[src/rtl/muldiv_pkg.sv]
// rtl/muldiv_pkg.sv - shared op encodings, FSM states and special-case constants for the EX multiply/divide unit
package muldiv_pkg;

  // funct3 encodings of the RV32M instructions
  localparam logic [2:0] OP_MUL    = 3'b000;
  localparam logic [2:0] OP_MULH   = 3'b001;
  localparam logic [2:0] OP_MULHSU = 3'b010;
  localparam logic [2:0] OP_MULHU  = 3'b011;
  localparam logic [2:0] OP_DIV    = 3'b100;
  localparam logic [2:0] OP_DIVU   = 3'b101;
  localparam logic [2:0] OP_REM    = 3'b110;
  localparam logic [2:0] OP_REMU   = 3'b111;

  typedef enum logic [1:0] {
    ST_IDLE = 2'd0,
    ST_RUN  = 2'd1,
    ST_DONE = 2'd2
  } state_t;

  // RISC-V mandated results for divide by zero and signed overflow
  localparam logic [31:0] DIV_ZERO_Q = 32'hFFFF_FFFF;
  localparam logic [31:0] INT_MIN    = 32'h8000_0000;

  function automatic logic is_div(input logic [2:0] op);
    return op[2];
  endfunction

  // rs1 is treated as two's complement for these ops
  function automatic logic signed_a(input logic [2:0] op);
    return (op == OP_MULH) || (op == OP_MULHSU) || (op == OP_DIV) || (op == OP_REM);
  endfunction

  // rs2 is treated as two's complement for these ops (MULHSU keeps rs2 unsigned)
  function automatic logic signed_b(input logic [2:0] op);
    return (op == OP_MULH) || (op == OP_DIV) || (op == OP_REM);
  endfunction

endpackage

[src/rtl/ex_muldiv_unit_if.sv]
// rtl/ex_muldiv_unit_if.sv - EX-stage request/response bundle between the pipeline and the multiply/divide unit
interface ex_muldiv_unit_if #(
  parameter int XLEN = 32
);
  logic            start;
  logic [2:0]      op;
  logic [XLEN-1:0] opa;
  logic [XLEN-1:0] opb;
  logic            flush;
  logic            stall;
  logic            done;
  logic [XLEN-1:0] result;

  // pipeline side: issues the instruction and consumes stall/result
  modport master (
    output start, op, opa, opb, flush,
    input  stall, done, result
  );

  // unit side
  modport slave (
    input  start, op, opa, opb, flush,
    output stall, done, result
  );
endinterface

[src/rtl/mdu_step.sv]
// rtl/mdu_step.sv - one combinational radix-2 step shared by shift-add multiply and restoring divide
module mdu_step #(
  parameter int XLEN = 32
) (
  input  logic            div_mode,
  input  logic [XLEN-1:0] hi_in,
  input  logic [XLEN-1:0] lo_in,
  input  logic [XLEN-1:0] b,
  output logic [XLEN-1:0] hi_out,
  output logic [XLEN-1:0] lo_out
);

  logic [XLEN:0] add_sum;
  logic [XLEN:0] shifted;
  logic [XLEN:0] diff;

  // multiply: add multiplicand when the low multiplier bit is set, then shift the 64-bit pair right;
  // divide: shift the next dividend bit into the partial remainder and keep the trial subtract if it does not borrow
  always_comb begin
    add_sum = {1'b0, hi_in} + (lo_in[0] ? {1'b0, b} : '0);
    shifted = {hi_in, lo_in[XLEN-1]};
    diff    = shifted - {1'b0, b};
    if (div_mode) begin
      if (diff[XLEN]) begin
        hi_out = shifted[XLEN-1:0];
        lo_out = {lo_in[XLEN-2:0], 1'b0};
      end else begin
        hi_out = diff[XLEN-1:0];
        lo_out = {lo_in[XLEN-2:0], 1'b1};
      end
    end else begin
      hi_out = add_sum[XLEN:1];
      lo_out = {add_sum[0], lo_in[XLEN-1:1]};
    end
  end

endmodule

[src/rtl/ex_muldiv_unit.sv]
// rtl/ex_muldiv_unit.sv - iterative RV32M multiply/divide unit for the EX stage; MULDIV_FAST_MUL_EN selects a single-cycle multiplier
module ex_muldiv_unit
  import muldiv_pkg::*;
#(
  parameter int XLEN           = 32,
  parameter int ITER_PER_CYCLE = 1
) (
  input  logic              clk,
  input  logic              rst,
  ex_muldiv_unit_if.slave   bus
);

  localparam int N  = XLEN / ITER_PER_CYCLE;
  localparam int CW = $clog2(N + 1);

  state_t          state, state_nx;
  logic [CW-1:0]   count;
  logic [2:0]      op_q;
  logic            neg_res, neg_rem;
  logic [XLEN-1:0] acc_hi, acc_lo, b_q, result_q;
  logic            stall_c, done_c;

  // operand decode at the start edge
  logic            sa, sb, accept, div_zero, div_ovf, fast_mul, fast;
  logic [XLEN-1:0] mag_a, mag_b, fast_word, fast_mul_word;

  assign accept   = (state == ST_IDLE) && bus.start && !bus.flush;
  assign sa       = signed_a(bus.op) & bus.opa[XLEN-1];
  assign sb       = signed_b(bus.op) & bus.opb[XLEN-1];
  assign mag_a    = sa ? -bus.opa : bus.opa;
  assign mag_b    = sb ? -bus.opb : bus.opb;
  assign div_zero = is_div(bus.op) && (bus.opb == '0);
  assign div_ovf  = is_div(bus.op) && !bus.op[0] && (bus.opa == INT_MIN) && (bus.opb == {XLEN{1'b1}});

`ifdef MULDIV_FAST_MUL_EN
  // 33x33 signed product: each operand carries one extra sign bit chosen by the op's signedness
  logic signed [2*XLEN-1:0] fm_a, fm_b, fm_p;
  assign fm_a          = {{XLEN{signed_a(bus.op) & bus.opa[XLEN-1]}}, bus.opa};
  assign fm_b          = {{XLEN{signed_b(bus.op) & bus.opb[XLEN-1]}}, bus.opb};
  assign fm_p          = fm_a * fm_b;
  assign fast_mul      = !is_div(bus.op);
  assign fast_mul_word = (bus.op == OP_MUL) ? fm_p[XLEN-1:0] : fm_p[2*XLEN-1:XLEN];
`else
  assign fast_mul      = 1'b0;
  assign fast_mul_word = '0;
`endif

  assign fast = div_zero || div_ovf || fast_mul;

  // result for the ops that skip RUN; op[1] separates REM* from DIV*
  always_comb begin
    fast_word = fast_mul_word;
    if (div_zero) begin
      fast_word = bus.op[1] ? bus.opa : DIV_ZERO_Q;
    end else if (div_ovf) begin
      fast_word = bus.op[1] ? '0 : INT_MIN;
    end
  end

  // iterative datapath: ITER_PER_CYCLE radix-2 steps chained per clock
  logic            div_q;
  logic [XLEN-1:0] ch_hi [0:ITER_PER_CYCLE];
  logic [XLEN-1:0] ch_lo [0:ITER_PER_CYCLE];

  assign div_q    = is_div(op_q);
  assign ch_hi[0] = acc_hi;
  assign ch_lo[0] = acc_lo;

  for (genvar g = 0; g < ITER_PER_CYCLE; g++) begin : g_step
    mdu_step #(.XLEN(XLEN)) u_step (
      .div_mode (div_q),
      .hi_in    (ch_hi[g]),
      .lo_in    (ch_lo[g]),
      .b        (b_q),
      .hi_out   (ch_hi[g+1]),
      .lo_out   (ch_lo[g+1])
    );
  end

  // sign fix-up of the final step's output, applied as RUN hands over to DONE
  logic [2*XLEN-1:0] prod, prod_s;
  logic [XLEN-1:0]   quo_s, rem_s, run_word;

  assign prod   = {ch_hi[ITER_PER_CYCLE], ch_lo[ITER_PER_CYCLE]};
  assign prod_s = neg_res ? -prod : prod;
  assign quo_s  = neg_res ? -ch_lo[ITER_PER_CYCLE] : ch_lo[ITER_PER_CYCLE];
  assign rem_s  = neg_rem ? -ch_hi[ITER_PER_CYCLE] : ch_hi[ITER_PER_CYCLE];

  // pick the architectural word for the latched op
  always_comb begin
    run_word = rem_s;
    case (op_q)
      OP_MUL:                      run_word = prod_s[XLEN-1:0];
      OP_MULH, OP_MULHSU, OP_MULHU: run_word = prod_s[2*XLEN-1:XLEN];
      OP_DIV, OP_DIVU:             run_word = quo_s;
      OP_REM, OP_REMU:             run_word = rem_s;
      default:                     run_word = rem_s;
    endcase
  end

  // FSM state register
  always_ff @(posedge clk or posedge rst) begin
    if (rst) state <= ST_IDLE;
    else     state <= state_nx;
  end

  // next state, stall and done; stall is combinational so the first EX cycle already freezes the pipe
  always_comb begin
    state_nx = state;
    stall_c  = 1'b0;
    done_c   = 1'b0;
    case (state)
      ST_IDLE: begin
        if (bus.start && !bus.flush) begin
          stall_c  = 1'b1;
          state_nx = fast ? ST_DONE : ST_RUN;
        end
      end
      ST_RUN: begin
        stall_c = 1'b1;
        if (bus.flush)              state_nx = ST_IDLE;
        else if (count == CW'(1))   state_nx = ST_DONE;
      end
      ST_DONE: begin
        done_c   = 1'b1;
        state_nx = ST_IDLE;
      end
      default: state_nx = ST_IDLE;
    endcase
  end

  // operand capture, iteration and result write-back; a flush leaves result untouched
  always_ff @(posedge clk or posedge rst) begin
    if (rst) begin
      count    <= '0;
      op_q     <= '0;
      neg_res  <= 1'b0;
      neg_rem  <= 1'b0;
      acc_hi   <= '0;
      acc_lo   <= '0;
      b_q      <= '0;
      result_q <= '0;
    end else if (accept) begin
      op_q    <= bus.op;
      neg_res <= sa ^ sb;
      neg_rem <= sa;
      acc_hi  <= '0;
      acc_lo  <= mag_a;
      b_q     <= mag_b;
      count   <= CW'(N);
      if (fast) result_q <= fast_word;
    end else if ((state == ST_RUN) && !bus.flush) begin
      acc_hi <= ch_hi[ITER_PER_CYCLE];
      acc_lo <= ch_lo[ITER_PER_CYCLE];
      count  <= count - 1'b1;
      if (count == CW'(1)) result_q <= run_word;
    end
  end

  assign bus.stall  = stall_c;
  assign bus.done   = done_c;
  assign bus.result = result_q;

endmodule

[src/flat_wrapper.sv]
// flat-port wrapper written by rule: the top's interface ports become plain ports
module ex_muldiv_unit_flat import muldiv_pkg::*;
#(
  parameter int XLEN           = 32,
  parameter int ITER_PER_CYCLE = 1
)
  (clk, rst, bus_start, bus_op, bus_opa, bus_opb, bus_flush, bus_stall, bus_done, bus_result);
  ex_muldiv_unit_if #(.XLEN(XLEN)) bus_i ();
  input  logic clk;
  input  logic rst;
  input wire logic [$bits(bus_i.start)-1:0] bus_start;
  input wire logic [$bits(bus_i.op)-1:0] bus_op;
  input wire logic [$bits(bus_i.opa)-1:0] bus_opa;
  input wire logic [$bits(bus_i.opb)-1:0] bus_opb;
  input wire logic [$bits(bus_i.flush)-1:0] bus_flush;
  output wire logic [$bits(bus_i.stall)-1:0] bus_stall;
  output wire logic [$bits(bus_i.done)-1:0] bus_done;
  output wire logic [$bits(bus_i.result)-1:0] bus_result;
  assign bus_i.start = bus_start;
  assign bus_i.op = bus_op;
  assign bus_i.opa = bus_opa;
  assign bus_i.opb = bus_opb;
  assign bus_i.flush = bus_flush;
  assign bus_stall = bus_i.stall;
  assign bus_done = bus_i.done;
  assign bus_result = bus_i.result;
  ex_muldiv_unit #(.XLEN(XLEN), .ITER_PER_CYCLE(ITER_PER_CYCLE)) u_core (.clk(clk), .rst(rst), .bus(bus_i));
endmodule
[config.mk]
export PLATFORM = sky130hd
export DESIGN_NAME = ex_muldiv_unit_flat
export DESIGN_NICKNAME = d
export VERILOG_FILES = /design/src/rtl/muldiv_pkg.sv /design/src/rtl/ex_muldiv_unit_if.sv /design/src/rtl/mdu_step.sv /design/src/rtl/ex_muldiv_unit.sv /design/src/flat_wrapper.sv
export SDC_FILE = /design/constraint.sdc
export NUM_CORES = 1
export LEC_CHECK = 0
export BUFFER_PORTS_ARGS = -buffer_cell sky130_fd_sc_hd__buf_2
export CAP_MARGIN = 20
export CELL_PAD_IN_SITES_DETAIL_PLACEMENT = 1
export CELL_PAD_IN_SITES_GLOBAL_PLACEMENT = 2
export CORE_MARGIN = 5
export CORE_UTILIZATION = 40
export CTS_CLUSTER_DIAMETER = 40
export CTS_CLUSTER_SIZE = 30
export DETAILED_ROUTE_END_ITERATION = 10
export PLACE_DENSITY_LB_ADDON = 0.05
export SYNTH_ARGS = -nofsm -noshare
export SYNTH_HDL_FRONTEND = slang
export SYNTH_SLANG_ARGS = --single-unit
[constraint.sdc]
create_clock -name clk -period 7.7 [get_ports clk]
set_input_delay 1.155 -clock clk [delete_from_list [all_inputs] [get_ports clk]]
set_output_delay 1.155 -clock clk [all_outputs]
set_load 0.02 [all_outputs]
Word-level counts from Yosys, hierarchy flattened
Cells that the tools add are included.
{ "word_totals": {"ff_bits": 141, "in_bits": 71} }
{ "classes": {"n_addsub": 8, "n_eq_ne": 19, "muxes": 33, "bitwise_logic": 3, "n_reduce_logical": 26} }
{ "ops": {"columns": ["op", "count"], "rows": [
  ["32-bit 2-to-1 mux", 20],
  ["32-bit negator", 4],
  ["32-bit one-hot mux with 4 select lines", 1],
  ["32-bit == test, second input constant", 2],
  ["64-bit 2-to-1 mux", 1],
  ["64-bit negator", 1],
  ["32-bit by 33-bit adder with 33-bit output", 1],
  ["33-bit by 32-bit subtractor with 33-bit output", 1],
  ["32-bit logical NOT", 1],
  ["3-bit == test, second input constant", 6],
  ["6-bit 2-to-1 mux", 2],
  ["3-bit by 2-bit == test with 1-bit output, second input constant", 3],
  ["1-bit logical AND", 8],
  ["2-bit 2-to-1 mux", 4],
  ["3-bit by 1-bit == test with 1-bit output, second input constant", 2],
  ["6-bit by 1-bit == test with 1-bit output, second input constant", 1],
  ["1-bit logical OR", 6],
  ["6-bit by 1-bit subtractor with 6-bit output, second input constant", 1],
  ["2-bit != test, second input constant", 2],
  ["2-bit one-hot mux with 2 select lines", 1],
  ["2-bit nonzero test", 2],
  ["2-bit OR reduction", 2],
  ["3-bit logical NOT", 1],
  ["1-bit 2-to-1 mux", 3],
  ["other kinds (11)", 13]
]} }

Logic depth before layout (Yosys ltp)
Gate-level depths: netlist (run 1).
{ "logic_depth": {"word_depth": 9, "ltp_mapped": 24, "depth_no_buf": 22} }

Hierarchy
A second synthesis (run 1) with hierarchy kept.
{ "unflattened": {"cells_unflattened": 1877, "hier_area_um2": 14761.7} }
{ "by_module_without_submodules": {"columns": ["mod", "instances", "cells_each", "area_each_um2"], "rows": [
  ["ex_muldiv_unit", 1, 1210, 9990.8],
  ["mdu_step", 1, 667, 4770.8]
]} }

Worst setup path before layout (run 1)
OpenSTA, ideal clock, no wires.
{ "synth_path": {"path_type": "register to register", "from": "register u_core.acc_lo[31]", "to": "register u_core.result_q[20] (netlist: u_core.bus.result[20])", "setup_time_ps": 126, "arrival_ps": 4706, "required_time_ps": 7574, "setup_slack_ps": 2868, "stages_incl_launch_ff": 24, "path_buffers": 3, "synth_period_minus_slack_ps": 4832, "path_cell_list": "dfrtp_1 -> inv_1 -> ha_1 -> fa_1 -> nand2b_1 -> a21oi_1 -> o211a_4 -> o21ai_4 -> a21oi_2 -> buf_6 -> buf_6 -> nor3_1 -> a21oi_1 -> ha_1 -> o21ai_0 -> nand2b_1 -> or2_2 -> or2_2 -> nand2b_1 -> clkbuf_1 -> o31ai_1 -> xnor2_1 -> a221oi_1 -> nor2_1"} }
{ "synth_between": {"elab_chain_len": 9, "elab_cells_between_ends": 15, "cone_classes": "add/sub: 4; mux: 11"} }
{ "synth_rtl": {"columns": ["item", "line", "rtl"], "rows": [
  ["start, declared", "ex_muldiv_unit.sv:20", "logic [XLEN-1:0] acc_hi, acc_lo, b_q, result_q;"],
  ["start signal, assigned", "ex_muldiv_unit.sv:148", "acc_lo <= mag_a;"],
  ["start signal, assigned", "ex_muldiv_unit.sv:154", "acc_lo <= ch_lo[ITER_PER_CYCLE];"],
  ["33-bit by 32-bit subtractor with 33-bit output", "mdu_step.sv:22", "diff = shifted - {1'b0, b};"],
  ["1-bit 2-to-1 mux / 32-bit 2-to-1 mux (equally long branches)", "mdu_step.sv:24", "if (diff[XLEN]) begin"],
  ["32-bit 2-to-1 mux", "mdu_step.sv:23", "if (div_mode) begin"],
  ["64-bit negator (tied with other cells)", "ex_muldiv_unit.sv:85", "assign prod_s = neg_res ? -prod : prod;"],
  ["64-bit 2-to-1 mux (tied with other cells)", "ex_muldiv_unit.sv:85", null],
  ["32-bit one-hot mux with 4 select lines *", "ex_muldiv_unit.sv:92", "case (op_q)"],
  ["32-bit 2-to-1 mux *", "ex_muldiv_unit.sv:156", "if (count == CW'(1)) result_q <= run_word;"],
  ["32-bit 2-to-1 mux *", "ex_muldiv_unit.sv:152", "end else if ((state == ST_RUN) && !bus.flush) begin"],
  ["32-bit 2-to-1 mux *", "ex_muldiv_unit.sv:143", "end else if (accept) begin"],
  ["end signal, assigned", "ex_muldiv_unit.sv:151", "if (fast) result_q <= fast_word;"],
  ["end signal, assigned", "ex_muldiv_unit.sv:156", null],
  ["end, declared", "ex_muldiv_unit.sv:20", null]
]} }
Mark *: on every way between the ends. The rest lies on a longest branch, timed or not. The select of a mux whose other input is x is not followed.
A chain may end at the register's enable or synchronous reset.

Final worst setup path (run 1)
{ "layout_path": {"from": "register u_core.acc_hi[22]", "to": "register u_core.result_q[28] (netlist: u_core.bus.result[28])"} }
{ "layout_between": {"elab_chain_len": 9, "elab_cells_between_ends": 16, "cone_classes": "add/sub: 5; mux: 11"} }
{ "layout_rtl": {"columns": ["item", "line", "rtl"], "rows": [
  ["start, declared", "ex_muldiv_unit.sv:20", null],
  ["start signal, assigned", "ex_muldiv_unit.sv:153", "acc_hi <= ch_hi[ITER_PER_CYCLE];"],
  ["33-bit by 32-bit subtractor with 33-bit output", "mdu_step.sv:22", null],
  ["1-bit 2-to-1 mux / 32-bit 2-to-1 mux (equally long branches)", "mdu_step.sv:24", null],
  ["32-bit 2-to-1 mux", "mdu_step.sv:23", null],
  ["64-bit negator (tied with other cells)", "ex_muldiv_unit.sv:85", null],
  ["64-bit 2-to-1 mux (tied with other cells)", "ex_muldiv_unit.sv:85", null],
  ["32-bit one-hot mux with 4 select lines *", "ex_muldiv_unit.sv:92", null],
  ["32-bit 2-to-1 mux *", "ex_muldiv_unit.sv:156", null],
  ["32-bit 2-to-1 mux *", "ex_muldiv_unit.sv:152", null],
  ["32-bit 2-to-1 mux *", "ex_muldiv_unit.sv:143", null]
]} }
Marks and branches as above.

==> results.txt, run 1 <==
----------------------------------------------------
[GRT]
  Pin count of the biggest net entering global routing ... 95
  GR Overflow Total ... 0
  Vias in the first global route ... between 15000 and 20000
  Wire length of the first global-routing pass ... ~110 mm
  Initial antenna violation count ... 0
  Global Route Usage Sum ... 34.20%

[STA]
  Post-route setup slack ... 1.870 ns
  FMAX ... 0.1715 GHz
  Setup skew after layout ... about 0.014 ns
  Total negative slack ... 0 ns
  Worst hold slack ... 0.4792 ns
  Least-Margin Pin Slew ... approximately 1.2 ns
  Pins Over Slew Limit ... 0
  Ratio of final minimum period to clock period ... between 70% and 80%
  Setup repair after global routing missed its margin ... no
  Max-slew headroom at the worst pin ... between 20% and 30%
  Final count of hold timing violations ... 0
  Time the final worst path needs with I/O delays and setup ... approximately 6 ns
  Setup Viol. Count Final ... 0

[Synth]
  Mean instance size in the synthesized netlist ... about 7.4 µm²
  Unique masters post-synth ... 97
  Synthesis warning total ... 0
  Post-synth EDFFs ... 0
  Most instantiated flip-flop cell in the synthesis netlist ... dfrtp_1
  Ys async rst share ... 100.0%
  Number of cells produced by synthesis ... approximately 2100
  Sequential-to-total area share from yosys stat ... between 20 and 25%
  Flip-flop and latch count after synthesis ... 141
  Post-Syn Nets ... between 2000 and 2500
  Area of the mapped netlist ... between 15000 and 20000 µm²

[Critical path]
  Highest net fanout along the worst path ... 16
  Worst Setup End Kind ... flip-flop
  Data required time of the worst path ... around 8 ns
  Arrival time at the worst endpoint ... ~6.2 ns
  Worst Setup Start Kind ... flip-flop
  Worst Setup Path Type ... reg2reg

[Clock network]
  Number of clock buffers inserted by TritonCTS ... 17
  Number of buffers on the longest clock path ... 2
  H-tree level count ... 4
  Cell at the root of the clock tree ... clkbuf_16
  Clock Sinks ... around 140
  Clock Latency Late Sink ... roughly 0.47 ns
  CTS tree ... done
  Post_cts resized ... 0
  Clk slew on worst S/H paths ... approximately 0.080 ns
  Number of hold buffers added after cts ... 0
  Setup Fix Bufs, Post-CTS ... 0

[Floorplan]
  Count of standard-cell rows ... 72
  Total Die Area ... 43370 µm²
  Starting Density ... between 40% and 50%
  Die height ... approximately 210 µm
  Std-Cell Core Area ... between 30000 and 40000 µm²
  Number of top-level design ports ... roughly 110
  Die Width ... about 210 µm

[Detailed routing]
  Total met2 wirelength after detailed routing ... between 30 and 40 mm
  DRC Markers ... 0
  Highest routed metal layer ... met4
  Vias/cell ... 6.524
  Antenna Violating Nets Remaining ... 0
  Average wire length per cell after detail routing ... approximately 29 µm
  Wire length on met1 ... around 36 mm
  Final routed wirelength across all metal layers ... about 77 mm
  Amount of wire on met3 after detailed routing ... about 6.5 mm
  Vias post-DR ... roughly 18000
  Length of the first detailed-routing pass in iterations ... 5
  DR iter-0 viols ... roughly 1800

[Power]
  Maximum vdd ir drop ... roughly 0.18 mV
  Leakage Power ... ~7.1 nW
  PD cells ... roughly 480 nW/µm²
  Total power after layout ... around 8.3 mW

[Finish]
  Final design area excluding fillers ... roughly 17000 µm²
  Layout net count ... around 2300
  Most frequent cells in the layout ... nand2_1 (275), o21ai_0 (238), a21oi_1 (144), dfrtp_1 (139), nor2_1 (132)
  Area growth from synthesis to layout ... 9.844%
  Most common cell after layout, fill and taps aside ... nand2_1
  Final core utilization ... between 40% and 50%
  Share of layout cells above drive strength 1 ... about a tenth
  Final cell count without fillers ... roughly 2700
  Fillers ... slightly below 5000
  Ant. Diodes ... 0

[Placed design]
  Placed standard-cell area ... 16630 µm²
  Cell count after placement ... 2651
  Number of I/O port buffers ... roughly 100
  GP Congestion ... a little under 1
  Minimum setup slack after placement ... 2.024 ns
  Detailed placement HPWL ... about 60 mm

[Run]
  MaxCap Viol Count ... 0

[Outcome]
  Run status ... finished clean

[Worst hold path]
  Kind of path behind the tightest hold check ... reg2reg

----------------------------------------------------
-- critical path, cell delays in order, from the launching register on --
cell	delay (ns)
dfrtp_1	0.43
ha_1	0.46
a21oi_1	0.29
o21ai_1	0.24
a211oi_1	0.44
o21ai_2	0.22
nor3_4	0.21
nor3_1	0.14
a21oi_1	0.27
ha_1	0.22
o21ai_0	0.17
nand2b_1	0.27
or2_2	0.38
or2_2	0.32
nand2b_1	0.53
o41ai_1	0.57
xor2_1	0.14
a21oi_1	0.22
o221ai_1	0.16
-- flip-flops by register name, summed over array words and instances (netlist names) --
name / count
u_core.neg_rem: 1
u_core.acc_hi: 32
u_core.op_q: 3
u_core.neg_res: 1
u_core.acc_lo: 32
u_core.state: 2
u_core.bus.result: 32
u_core.count: 6
u_core.b_q: 32
-- cell families after synthesis --
group / after synthesis / share of synthesized area, %
compound gates: 733 / 30.34
buf+inv: 196 / 5.069
xor+xnor: 163 / 9.080
simple gates: 763 / 23.93
flops: 141 / 22.44
fa+ha+maj: 72 / 5.825
mux: 51 / 3.318
-- synth_stat cells (all sizes together) (28+ instances only) --
| cell type | n | area [µm²] |
|---|---|---|
| mux2i | 45 | 450.4 |
| ha | 70 | 875.8 |
| a21oi | 148 | 763.2 |
| nor3 | 65 | 336.6 |
| o211ai | 47 | 352.8 |
| nand4 | 30 | 217.7 |
| buf | 29 | 168.9 |
| nand3 | 53 | 282.8 |
| a31oi | 40 | 290.3 |
| o31ai | 36 | 275.3 |
| a211oi | 28 | 222.7 |
| and2 | 53 | 331.6 |
| clkbuf | 91 | 342.8 |
| xor2 | 68 | 595.6 |
| o21ai | 255 | 1310 |
| nor2 | 134 | 510.5 |
| xnor2 | 95 | 832.1 |
| nand2 | 278 | 1051 |
| dfrtp | 141 | 3528 |
| inv | 76 | 285.3 |
-- path summary, 6_finish.rpt --
| path | cells past startpoint | end | slack (ns) | startpoint |
|---|---|---|---|---|
| min in group asynchronous | 2 | u_core.b_q[11] | 0.77 | rst |
| worst max register to register | 18 | u_core.bus.result[28] | 1.87 | u_core.acc_hi[22] |
| worst min-delay path | 2 | u_core.bus.result[7] | 0.48 | u_core.bus.result[7] |
| worst min register to register | 2 | u_core.bus.result[7] | 0.48 | u_core.bus.result[7] |
| max in group asynchronous | 3 | u_core.op_q[2] | 5.33 | rst |
| worst max-delay path | 18 | u_core.bus.result[28] | 1.87 | u_core.acc_hi[22] |
-- power by group --
group | internal (mW) | total (mW) | leakage, nW | switching [mW]
logic | 1.92 | 5.87 | 4.98 | 3.95
registers | 1.01 | 1.47 | 1.79 | 0.456
clock network | 0.548 | 0.949 | 0.300 | 0.401
total | 3.48 | 8.28 | 7.06 | 4.81
-- per-layer routing --
layer | vias up | GRT usage (%)
met4 | 0 | 10.03
met5 | - | 0
li1 | 7849 | -
met3 | 114 | 6.914
met2 | 755 | 49.63
met1 | 8785 | 51.12
-- final cells by class --
type                       count  area (µm²)  share of cell area (%)
multi-input combinational   1782       11410                   66.09
sequential                   141        3533                   20.46
timing repair buffer         134       745.7                   4.318
tap                          518       648.1                   3.753
clock buffer                  17       425.4                   2.463
inverter                      76       290.3                   1.681
clock inverter                15       212.7                   1.232
(Power assumes the default switching activity.)
==> run 2, diff against run 1 <==
CORE_UTILIZATION = 37   (was 40)
clock period = 5.86 ns   (was 7.7 ns; I/O delays follow)
==> run 2 against run 1 <==
  * Combinational power up 37%
  * Non-clock buffer count rose by 36
  * Critical path depth is 1 lower
  * Critical path type unchanged
==> results.txt, run 2 (synthesis gave the netlist of run 1 again) <==
----------------------------------------------------
[Finish]
  Register area ... 3533 µm² (unchanged)
  Share of layout cells above drive strength 1 ... 12.18% (+1.5 points)
  Layout net count ... 2331 (+1.6%)
  Most frequent cells in the layout ... nand2_1 (275), o21ai_0 (238), a21oi_1 (144), dfrtp_1 (139), nor2_1 (132)
  Area growth from synthesis to layout ... 11.56%
  Most common cell after layout, fill and taps aside ... nand2_1
  Final cell count without fillers ... 2741 (+2.2%)
  Fillers ... 5281 (+8.6%)
  Multi-input logic area ... 11420 µm² (about the same)

[Placed design]
  GP Congestion ... 0.9841 (about the same)
  Detailed placement HPWL ... 62.34 mm (+3.8%)
  Cell count after placement ... 2708 (+2.2%)
  Number of I/O port buffers ... 104 (unchanged)

[STA]
  Pins Over Slew Limit ... 0 (unchanged)
  Setup skew after layout ... 0.01503 ns (+0.0006706 ns)
  Final count of hold timing violations ... 0 (unchanged)
  Time the final worst path needs with I/O delays and setup ... 5.668 ns (-0.1627 ns)
  Ratio of final minimum period to clock period ... 96.72% (+21 points)
  Setup repair after global routing missed its margin ... no
  Total negative slack ... 0 ns (unchanged)
  Setup Viol. Count Final ... 0 (unchanged)
  FMAX ... 0.1764 GHz (+2.9%)
  Max-slew headroom at the worst pin ... 13.63% (-8.8 points)
  Least-Margin Pin Slew ... 1.289 ns (+0.1328 ns)
  Worst hold slack ... 0.4873 ns (+0.008132 ns)

[Worst hold path]
  WHS Endpoint ... u_core.bus.result[1]
  Hold-critical path depth ... 1 (-1)
  Kind of path behind the tightest hold check ... reg2reg
  Worst min-delay path startpoint ... u_core.bus.result[1]

[Critical path]
  Arrival time at the worst endpoint ... 6.09 ns (-0.06 ns)
  RR Endpoint ... u_core.bus.result[30]
  Worst Setup End Kind ... flip-flop
  Sequence of cells on the critical path ... buf_4 > and2_1 > ha_1 > nand2_1 > nor3_1 > nand2_1 > a211oi_1 > o21ai_0 > buf_4 > a2111oi_0 > a31oi_1 > nor2_1 > nand3_2 > or3_4 > or4_1 > a21o_1 > a31oi_1
  Setup slack, reg-to-reg ... 0.19 ns (-1.68 ns)
  R2R cell count ... 17 (-1)
  Data required time of the worst path ... 6.28 ns (-1.74 ns)
  Slowest-stage cell, CP ... a211oi_1
  Beginning of the worst register-to-register path ... u_core.acc_lo[0]
  Worst stage delay on the critical path ... 0.73 ns (+0.16 ns)
  Worst Setup Path Type ... reg2reg
  Highest net fanout along the worst path ... 16 (unchanged)
  Worst Setup Start Kind ... flip-flop

[Run]
  MaxCap Viol Count ... 0 (unchanged)

[Floorplan]
  Count of standard-cell rows ... 75 (+4.2%)
  Total Die Area ... 46720 µm² (+7.7%)
  Die height ... 216.1 µm (+3.8%)
  Starting Density ... 37.40% (-3.2 points)
  Number of top-level design ports ... 105 (unchanged)
  Std-Cell Core Area ... 42040 µm² (+8.5%)
  Die Width ... 216.1 µm (+3.8%)

[Clock network]
  Setup Fix Bufs, Post-CTS ... 0 (unchanged)
  H-tree level count ... 4 (unchanged)
  Number of clock buffers inserted by TritonCTS ... 17 (unchanged)
  Number of buffers on the longest clock path ... 2 (unchanged)
  Number of hold buffers added after cts ... 0 (unchanged)
  Cell at the root of the clock tree ... clkbuf_16
  CTS tree ... done
  Clock Latency Late Sink ... 0.50 ns (+0.03 ns)
  Clk slew on worst S/H paths ... 0.08 ns (about the same)
  Clock Sinks ... 141 (unchanged)

[GRT]
  Wire length of the first global-routing pass ... 115.5 mm (+1.7%)
  Vias in the first global route ... 17160 (+1.5%)
  Pin count of the biggest net entering global routing ... 81 (-15%)
  Initial antenna violation count ... 1 (+1)
  Global Route Usage Sum ... 32.87% (-1.3 points)
  GR Overflow Total ... 0 (unchanged)

[Detailed routing]
  DRC Markers ... 0 (unchanged)
  Length of the first detailed-routing pass in iterations ... 5 (unchanged)
  Vias post-DR ... 17430 (-0.45%)
  Vias/cell ... 6.357 (-2.6%)
  Average wire length per cell after detail routing ... 28.83 µm (+1.1%)
  Final routed wirelength across all metal layers ... 79.02 mm (+3.3%)
  DR iter-0 viols ... 1730 (-4.6%)
  Antenna Violating Nets Remaining ... 0 (unchanged)

[Power]
  Maximum vdd ir drop ... 0.2903 mV (+59%)
  PD cells ... 632.1 nW/µm² (+32%)
  Leakage Power ... 7.228 nW (+2.3%)

[Outcome]
  Run status ... finished clean

----------------------------------------------------
[run 2: how the worst max path moves through the flow]
stage / from / depth (start not counted) / to
5_1_grt: u_core.acc_lo[0] / 17 / u_core.bus.result[30]
4_1_cts: u_core.acc_lo[0] / 17 / u_core.bus.result[30]
6_report: u_core.acc_lo[0] / 17 / u_core.bus.result[30]
3_3_place_gp: u_core.acc_lo[0] / 17 / u_core.bus.result[30]
2_1_floorplan: u_core.acc_lo[31] / 23 / u_core.bus.result[20]
3_5_place_dp: u_core.acc_lo[0] / 17 / u_core.bus.result[30]
[run 2: through the flow]
stage                     setup slack (ns)  cell area, µm²  utilization (%)  power (mW)
after floorplan                      1.028           15720                -       6.760
after global placement              0.2750           16930            40.26       9.582
after detailed placement            0.3018           16940            40.29       9.639
after CTS                           0.2495           17540            41.71       10.88
after global routing               0.06862           17540            41.72       11.64
final                               0.1923           17540            41.72       11.09
[run 2: layer usage]
metal,track usage (%),part of all wire [%],up-vias,routed length [µm]
met4,10.03,2.9,2,2318
met2,47.92,41,710,32610
met3,7.019,8.4,93,6670
li1,-,-,7910,-
met5,0,0.018,-,14
met1,48.57,47,8710,37400
[run 2: critical path, delay by kind of cell, from the launching register on]
| kind | cells | cell delay, ns |
|---|---|---|
| AND/OR/NAND/NOR | 8 | 2.28 |
| buffers and inverters | 2 | 0.43 |
| flip-flops | 1 | 0.40 |
| adder cells (fa/ha/maj) | 1 | 0.46 |
| AO/OA/AOI/OAI | 6 | 2.01 |
[run 2: layout make-up]
class | count | share of cell area (%)
Inverter | 76 | 1.655
Sequential cell | 141 | 20.14
Tap cell | 539 | 3.845
Antenna cell | 1 | 0.01427
Clock inverter | 14 | 0.9130
Clock buffer | 18 | 2.504
Multi-Input combinational cell | 1782 | 65.09
Timing Repair Buffer | 170 | 5.835
[run 2: power by group]
part           total (mW)  switching (mW)  internal, mW
Combinational        8.04            5.38          2.66
Sequential           1.86           0.531          1.33
Clock                1.18           0.538         0.644
Total                11.1            6.45          4.64
[run 2: repair_timing]
action                                  CTS  global route
resized for setup                         0             1
endpoints found under the setup margin    0             6
hold endpoints to repair                  0             0
==> run 3, diff against run 2 <==
ABC_AREA = 1   (was unset)
CORE_UTILIZATION = 33   (was 37)
==> run 3 against run 2 <==
  * Non-clock buffer count down 14
  * Synthesized area up 12%
  * Worst hold slack worse by 0.022 ns
  * Clock skew up 0.0024 ns
  * Combinational power up 27%
  * Global-route usage down 0.98 points
  * Register-to-register slack better by 0.40 ns
  * Die area up 24%
  * Cell count up 40%
  * Largest cell class unchanged
==> results.txt, run 3 <==
----------------------------------------------------
[Detailed routing]
  Final routed wirelength across all metal layers ... 93.40 mm (+18%)
  Vias/cell ... 5.487 (-14%)
  Antenna Violating Nets Remaining ... 0 (unchanged)
  Average wire length per cell after detail routing ... 24.39 µm (-15%)
  Length of the first detailed-routing pass in iterations ... 5 (unchanged)
  Highest routed metal layer ... met4
  DRC Markers ... 0 (unchanged)
  Wire length on met1 ... 43.49 mm (+16%)
  Amount of wire on met3 after detailed routing ... 7.124 mm (+6.8%)
  Vias post-DR ... 21020 (+21%)
  DR iter-0 viols ... 1703 (-1.6%)
  Total met2 wirelength after detailed routing ... 39.56 mm (+21%)

[Finish]
  Most frequent cells in the layout ... nand2_1 (882), inv_1 (421), nor2_1 (336), o21ai_0 (253), nand3_1 (230)
  Share of layout cells above drive strength 1 ... 10.10% (-2.1 points)
  Layout net count ... 3272 (+40%)
  Final core utilization ... 37.03% (-4.7 points)
  Most common cell after layout, fill and taps aside ... nand2_1
  Area growth from synthesis to layout ... 10.93%

[STA]
  Setup skew after layout ... 0.01745 ns (+0.002420 ns)
  FMAX ... 0.1898 GHz (+7.6%)
  Ratio of final minimum period to clock period ... 89.91% (-6.8 points)
  Final count of hold timing violations ... 0 (unchanged)
  Least-Margin Pin Slew ... 1.106 ns (-0.1831 ns)
  Setup Viol. Count Final ... 0 (unchanged)
  Max-slew headroom at the worst pin ... 25.97% (+12 points)
  Worst hold slack ... 0.4651 ns (-0.02222 ns)
  Pins Over Slew Limit ... 0 (unchanged)
  Total negative slack ... 0 ns (unchanged)
  Time the final worst path needs with I/O delays and setup ... 5.269 ns (-0.3987 ns)
  Setup repair after global routing missed its margin ... no

[Critical path]
  Worst stage delay on the critical path ... 0.48 ns (-0.25 ns)
  Worst Setup End Kind ... flip-flop
  Worst Setup Start Kind ... flip-flop
  Sum of buffers and inverters on the critical path ... 3 (+1)
  End of the critical path ... u_core.bus.result[30]
  Beginning of the worst register-to-register path ... u_core.acc_lo[31]
  Stages on the worst setup path ... 33 (+16)
  Data required time of the worst path ... 6.28 ns (about the same)
  Highest net fanout along the worst path ... 12 (-4)
  Cell family with most CP delay ... simple AND/OR/NAND/NOR gates
  RR Endpoint ... u_core.bus.result[30]
  Worst Setup SP ... u_core.acc_lo[31]
  Slowest-stage cell, CP ... nor2_1
  Worst Setup Path Type ... reg2reg
  Setup slack, reg-to-reg ... 0.59 ns (+0.40 ns)
  Arrival time at the worst endpoint ... 5.69 ns (-0.40 ns)
  R2R cell count ... 33 (+16)

[GRT]
  Wire length of the first global-routing pass ... 136.9 mm (+19%)
  Vias in the first global route ... 20990 (+22%)
  Pin count of the biggest net entering global routing ... 68 (-16%)
  Global Route Usage Sum ... 31.90% (-0.98 points)
  Initial antenna violation count ... 2 (+1)
  GR Overflow Total ... 0 (unchanged)

[Placed design]
  Number of I/O port buffers ... 104 (unchanged)
  Detailed placement HPWL ... 76.49 mm (+23%)
  GP Congestion ... 0.9563 (-2.8%)

[Clock network]
  Clk slew on worst S/H paths ... 0.07 ns (about the same)
  Setup Fix Bufs, Post-CTS ... 0 (unchanged)
  Cell at the root of the clock tree ... clkbuf_16
  H-tree level count ... 4 (unchanged)
  Post_cts resized ... 0 (unchanged)
  Clock Sinks ... 141 (unchanged)
  Number of clock buffers inserted by TritonCTS ... 17 (unchanged)
  Clock Latency Late Sink ... 0.50 ns (about the same)
  CTS tree ... done
  Number of buffers on the longest clock path ... 2 (unchanged)
  Number of hold buffers added after cts ... 0 (unchanged)

[Outcome]
  Run status ... finished clean

[Power]
  Maximum vdd ir drop ... 0.2623 mV (-9.7%)
  PD cells ... 678.2 nW/µm² (+7.3%)
  Leakage Power ... 10.21 nW (+41%)
  Total power after layout ... 13.23 mW (+19%)

[Synth]
  Number of cells produced by synthesis ... 3050 (+44%)
  Ys async rst share ... 100.0% (unchanged)
  Post-synth EDFFs ... 0 (unchanged)
  Cell type with the highest aggregate area in the netlist ... dfrtp_1
  Mean instance size in the synthesized netlist ... 5.763 µm² (-22%)
  Unique masters post-synth ... 56 (-42%)
  Sequential-to-total area share from yosys stat ... 20.07% (-2.4 points)
  Area share of the largest cell type after synthesis ... 20.07% (-2.4 points)
  Post-Syn Nets ... 3193 (+41%)
  Top area cells in the synthesized netlist ... dfrtp_1 (20%), nand2_1 (19%), inv_1 (9.0%)
  Synthesis warning total ... 0 (unchanged)
  Flip-flop and latch count after synthesis ... 141 (unchanged)
  Most instantiated flip-flop cell in the synthesis netlist ... dfrtp_1
  Commonest cells in the synthesized netlist ... nand2_1 (883), inv_1 (423), nor2_1 (336)
  Count leader, synth ... nand2_1
  Area of the mapped netlist ... 17580 µm² (+12%)

[Floorplan]
  Die height ... 240.8 µm (+11%)
  Starting Density ... 33.38% (-4.0 points)
  Std-Cell Core Area ... 52660 µm² (+25%)
  Number of top-level design ports ... 105 (unchanged)
  Die Width ... 240.8 µm (+11%)
  Total Die Area ... 57980 µm² (+24%)
  Count of standard-cell rows ... 84 (+12%)

[Worst hold path]
  Kind of path behind the tightest hold check ... in2async

[Run]
  MaxCap Viol Count ... 0 (unchanged)

----------------------------------------------------
## run 3: how the worst min path moves through the flow
stage	slack [ns]	depth (start not counted)	end	startpoint
5_1_grt	0.49	2	u_core.b_q[12]	rst
3_5_place_dp	0.46	2	u_core.bus.result[15]	u_core.bus.result[15]
2_1_floorplan	0.45	2	u_core.op_q[0]	u_core.op_q[0]
3_3_place_gp	0.46	2	u_core.bus.result[15]	u_core.bus.result[15]
4_1_cts	0.46	2	u_core.b_q[12]	rst
6_report	0.47	2	u_core.b_q[12]	rst
## run 3: routing by layer
layer  GRT usage (%)  vias up
li1                -     9974
met1           44.60    10240
met2           47.66      670
met3           8.308      128
met4           11.40        0
met5               0        -
## run 3: metrics by stage
stage	area (µm²)	worst slack, ns	cells
6_report	19500	0.5910	3830
5_1_grt	19490	0.1274	3828
4_1_cts	19480	0.5923	3827
3_5_place_dp	18890	0.6165	3797
3_3_place_gp	18890	0.7525	3797
2_1_floorplan	17580	1.200	3050
## run 3: cell families after synthesis
family / share of synthesized area [%]
AO/OA/AOI/OAI: 16.93
XOR/XNOR: 4.833
adder cells (fa/ha/maj): 5.210
buffers and inverters: 12.12
flip-flops: 20.07
multiplexers: 0.05695
AND/OR/NAND/NOR: 40.77
## run 3: worst reg2reg max path, delay by kind of cell (launching register included)
kind	cells	cell delay, ns
AO/OA/AOI/OAI	2	0.34
adder cells (fa/ha/maj)	3	0.79
buffers and inverters	3	0.29
flip-flops	1	0.35
AND/OR/NAND/NOR	25	3.40
## run 3: power by group
| part | total (mW) | internal, mW | switching, mW |
|---|---|---|---|
| sequential | 1.82 | 1.37 | 0.453 |
| clock | 1.22 | 0.684 | 0.531 |
| combinational | 10.2 | 2.79 | 7.40 |
## run 3: layout make-up
| type | count | area (µm²) |
|---|---|---|
| Fill cell | 7255 | 33160 |
| Multi-Input combinational cell | 2373 | 11930 |
| Sequential cell | 141 | 3535 |
| Inverter | 440 | 1657 |
| Timing Repair Buffer | 156 | 914.6 |
| Tap cell | 688 | 860.8 |
| Clock buffer | 19 | 452.9 |
| Clock inverter | 11 | 143.9 |
| Antenna cell | 2 | 5.005 |
